### config.mk
export PLATFORM = sky130hd
export DESIGN_NAME = vic_irq_arbiter
export DESIGN_NICKNAME = d
export VERILOG_FILES = /design/src/rtl/vic_irq_arbiter.sv
export SDC_FILE = /design/constraint.sdc
export NUM_CORES = 1
export LEC_CHECK = 0
export ABC_CLOCK_PERIOD_IN_PS = 3000
export BUFFER_PORTS_ARGS = -buffer_cell sky130_fd_sc_hd__buf_2
export CAP_MARGIN = 20
export CORE_ASPECT_RATIO = 0.75
export CORE_UTILIZATION = 50
export DETAILED_ROUTE_END_ITERATION = 16
export GPL_ROUTABILITY_DRIVEN = 0
export PLACE_DENSITY = 0.79
export SETUP_SLACK_MARGIN = 0.2
export SLEW_MARGIN = 20
export SYNTH_ARGS = -nofsm -noshare
export SYNTH_HDL_FRONTEND = slang
export SYNTH_SLANG_ARGS = --single-unit
export TNS_END_PERCENT = 30
### constraint.sdc
create_clock -name clk -period 3 [get_ports clk]
set_input_delay 0.3 -clock clk [delete_from_list [all_inputs] [get_ports clk]]
set_output_delay 0.3 -clock clk [all_outputs]
set_load 0.005 [all_outputs]
### src/rtl/vic_irq_arbiter.sv
// rtl/vic_irq_arbiter.sv - interrupt front-end: sync, edge latch, enable mask, priority grant
// Single in-service tracking with tail-chaining on return-from-interrupt.
module vic_irq_arbiter #(
  parameter int N_SRC       = 8,
  parameter int SYNC_STAGES = 2
) (
  input  logic             clk,
  input  logic             rst,
  input  logic [N_SRC-1:0] i_irq_lines,
  input  logic [N_SRC-1:0] i_edge_cfg,
  input  logic             i_en_we,
  input  logic [N_SRC-1:0] i_en_data,
  input  logic             i_reti,
  output logic             o_IRQ,
  output logic [4:0]       o_ISR_addr,
  output logic [N_SRC-1:0] o_pending,
  output logic [N_SRC-1:0] o_en,
  output logic             o_in_service
);

  typedef enum logic [1:0] {ST_IDLE, ST_GRANT, ST_SERVICE} state_t;

  logic [SYNC_STAGES-1:0][N_SRC-1:0] r_sync;
  logic [N_SRC-1:0] r_hist;
  logic [N_SRC-1:0] r_pend;
  logic [N_SRC-1:0] r_en;
  logic [4:0]       r_addr;
  state_t           r_state;

  logic [N_SRC-1:0] w_sync;
  logic [N_SRC-1:0] w_rise;
  logic [N_SRC-1:0] w_elig;
  logic [N_SRC-1:0] w_clr;
  logic [N_SRC-1:0] w_pend_nxt;
  logic [4:0]       w_winner;
  logic             w_any;
  logic             w_load;
  state_t           w_state_nxt;

  assign w_sync = r_sync[SYNC_STAGES-1];
  assign w_rise = w_sync & ~r_hist;
  assign w_elig = r_pend & r_en;
  assign w_any  = |w_elig;

  always_comb begin
    w_winner = '0;
    for (int k = N_SRC - 1; k >= 0; k--) begin
      if (w_elig[k]) w_winner = 5'(k);
    end
  end

  // The granted edge source is consumed in GRANT; a coincident new edge re-arms it.
  always_comb begin
    w_clr = '0;
    for (int k = 0; k < N_SRC; k++) begin
      w_clr[k] = (r_state == ST_GRANT) && (r_addr == 5'(k)) && i_edge_cfg[k];
    end
  end

  assign w_pend_nxt = (i_edge_cfg & ((r_pend & ~w_clr) | w_rise)) | (~i_edge_cfg & w_sync);

  always_comb begin
    w_state_nxt = r_state;
    w_load      = 1'b0;
    case (r_state)
      ST_IDLE: begin
        if (w_any) begin
          w_state_nxt = ST_GRANT;
          w_load      = 1'b1;
        end
      end
      ST_GRANT: w_state_nxt = ST_SERVICE;
      ST_SERVICE: begin
        if (i_reti) begin
          if (w_any) begin
            w_state_nxt = ST_GRANT;
            w_load      = 1'b1;
          end else begin
            w_state_nxt = ST_IDLE;
          end
        end
      end
      default: w_state_nxt = ST_IDLE;
    endcase
  end

  always_ff @(posedge clk or negedge rst) begin
    if (!rst) begin
      r_sync  <= '0;
      r_hist  <= '0;
      r_pend  <= '0;
      r_en    <= '0;
      r_addr  <= '0;
      r_state <= ST_IDLE;
    end else begin
      r_sync  <= {r_sync[SYNC_STAGES-2:0], i_irq_lines};
      r_hist  <= w_sync;
      r_pend  <= w_pend_nxt;
      r_state <= w_state_nxt;
      if (i_en_we) r_en <= i_en_data;
      if (w_load) r_addr <= w_winner;
    end
  end

  assign o_IRQ        = (r_state == ST_GRANT);
  assign o_in_service = (r_state == ST_SERVICE);
  assign o_ISR_addr   = r_addr;
  assign o_pending    = r_pend;
  assign o_en         = r_en;

endmodule
==> flow_summary.toml <==
[detailed_routing]
vias = 1088
ant_nets = 0
drtIter0Drc = 46
route.detailed.drc = 0
firstDrtPassIters = 4
wl_um = 3070
wl_per_cell_um = 14.9
avgViaCountPerCell = 5.28

[sta]
hold_viol = 0
slew_headroom = 0.368
slew_viol_final = 0
tightest_slew_ns = 0.948
setup_viol = 0
fmax_mhz = 752
period_share = 0.443
fin_ws_ns = 1.67
whs_ns = 0.108
fin_tns_setup_ns = 0
fin_worst_skew_ns = 0.00446
fin_crit_ns = 1.33
rsz0062_at_grt = "false"

[cells_and_area]
drive_gt1_frac = 0.405
fillCellCount = 230
nNetsFinal = 196
syn_to_final_growth_pct = 22.4
fin_cells = 206
diodes = 0

[cts]
cts_root_buf = "clkbuf_8"
clk_pin_slew_ns = 0.08
h-tree-depth = 2
cts.sinks = 45
clk_latency_ns = 0.29
cts_resized = 0
postCtsSetupRepairBufs = 0
cts_tree = "built"
clk_path_buf_depth = 2
cts_buffers = 5
hold_buffers = 0

[power]
vdd.ir_drop.worst_mv = 0.323
leakagePower_uw = 0.000934
powerDensity_nw_per_um2 = 731
finalPower_uw = 1430

[global_route]
grt_usage = 0.211
antenna_found_initial = 0
grt_pass1_vias = 1120
grt_pass1_wl_um = 5000
grt_max_degree = 46
grt_remaining_overflow = 0

[synth]
synthAdderAreaFrac = 0
avgSynthCellArea_um2 = 13.9
ys_warn_count = 0
synth-simple-area-share = 0.0923
synth-seq-area-share = 0.704
yosys_register_bits = 45
yosysUniqueCellTypes = 25
synth_top_family_by_area = "compound AO/OA/AOI/OAI gates"
synth-compound-area-share = 0.126
synth_area_um2 = 1600
synth-xor-area-share = 0
yosys-mux-area-fraction = 0.0563
synthCells = 115

[die]
std_cell_rows = 17
placeableCoreArea_um2 = 3000
die_h_um = 51.0
ios = 51
dieArea_um2 = 3430
die_width_um = 67.3
initial_core_util = 0.534

[placement]
place_ws_ns = 1.76
port_buffers = 48
dp.cells = 199
dp_hpwl_um = 2290

[setup_path]
reg2reg_slack_ns = 1.75
rr_endpoint = "o_ISR_addr[0]"
crit_path_max_fanout = 3
critPathRequiredTime_ns = 2.70
startpoint = "r_state[1]"
crit_path_start_kind = "register"
worstReg2RegStart = "r_state[1]"
critical_path_class = "reg -> out"
end_kind = "primary output"
worstRegToRegCells = 3
crit_arrival_ns = 1.03

[min_path]
hold_path_depth = 1
hold_end = "r_sync[0]"
min_path_type = "in -> reg"
min-delay-start = "i_irq_lines[0]"

[run]
cap_violations = 0

[outcome]
status = "complete, no violations"
-- metrics by stage --
step           area [um^2]  utilization
2_1_floorplan         1600            -
3_3_place_gp          1870        0.624
3_5_place_dp          1870        0.624
4_1_cts               1960        0.653
5_1_grt               1960        0.653
6_report              1960        0.653
-- power by group --
| group | internal [uW] | leakage, uW | total, uW | switching (uW) |
|---|---|---|---|---|
| Clock | 183 | 0.0000443 | 366 | 183 |
| Sequential | 681 | 0.000526 | 763 | 81.5 |
| Combinational | 156 | 0.000364 | 304 | 148 |
| Total | 1020 | 0.000934 | 1430 | 413 |
-- final cells by class --
| type | instances | area (um^2) | share of cell area |
|---|---|---|---|
| multi-input cells | 65 | 447 | 0.228 |
| repair buffers | 48 | 240 | 0.123 |
| clock buffers | 7 | 86.3 | 0.0441 |
| flip-flops and latches | 45 | 1130 | 0.575 |
| well taps | 38 | 47.5 | 0.0243 |
| inverters | 3 | 11.3 | 0.00575 |
-- critical path: stages, from the launching register on --
cell and delay (ns):
dfrtp_1 0.43, and2b_1 0.19, buf_2 0.12
-- cells in the mapped netlist --
cell      number  area [um^2]
a22oi_2        1         12.5
nand3_2        1         10.0
and2b_1        1         7.51
nor2b_4        1         13.8
a21o_2         1         8.76
conb_1         1         3.75
mux2_2         8         90.1
nand2_1       21         78.8
o211ai_1       1         7.51
nand3_1        1         5.00
nor2b_1        1         6.26
a32o_1        10          100
and2_4         1         8.76
o21ai_0        1         5.00
a31oi_1        1         6.26
a21oi_1        5         25.0
nor2_1         2         7.51
buf_2          1         5.00
o21a_1         1         7.51
inv_1          3         11.3
and2b_4        1         10.0
o22ai_1        1         6.26
dfrtp_1       45         1130
a22oi_1        3         22.5
buf_4          2         15.0
-- routing by layer --
layer	global-route usage	vias to the layer above	part of all wire
li1	-	507	-
met4	0.117	0	0.021
met1	0.277	526	0.46
met5	0	-	0
met3	0.0759	7	0.078
met2	0.302	48	0.44
-- placed cells by master, fill, tap and decap left out --
cell      netlist  final
a31oi_1         1      1
nand2_1        21     21
nor2b_4         1      1
nor2b_1         1      1
and2b_1         1      1
inv_1           3      3
buf_2           1     48
o21a_1          1      1
clkbuf_1        0      1
and2_4          1      1
a32o_1         10     10
nand3_1         1      1
dfrtp_1        45     45
nor2_1          2      2
conb_1          1      2
a22oi_1         3      3
o211ai_1        1      1
a21o_2          1      1
nand3_2         1      1
a22oi_2         1      1
o22ai_1         1      1
clkbuf_8        0      6
and2b_4         1      1
a21oi_1         5      5
mux2_2          8      8
o21ai_0         1      1
-- cell families after synthesis --
logic type,Yosys count
AND/OR/NAND/NOR,30
multiplexers,8
buffers and inverters,6
flip-flops,45
AO/OA/AOI/OAI,25
other,1
-- worst max-delay path by stage --
stage / endpoint / cells after the start
4_1_cts: o_in_service / 2
6_report: o_in_service / 2
5_1_grt: o_in_service / 2
3_5_place_dp: o_ISR_addr[0] / 5
3_3_place_gp: o_pending[7] / 4
2_1_floorplan: o_pending[3] / 4
-- registers in the layout (all words and copies together), names as in the netlist --
signal	flops
r_hist	8
w_sync	8
o_ISR_addr	3
o_pending	8
r_state	2
r_sync	8
o_en	8
(Power assumes the default switching activity.)
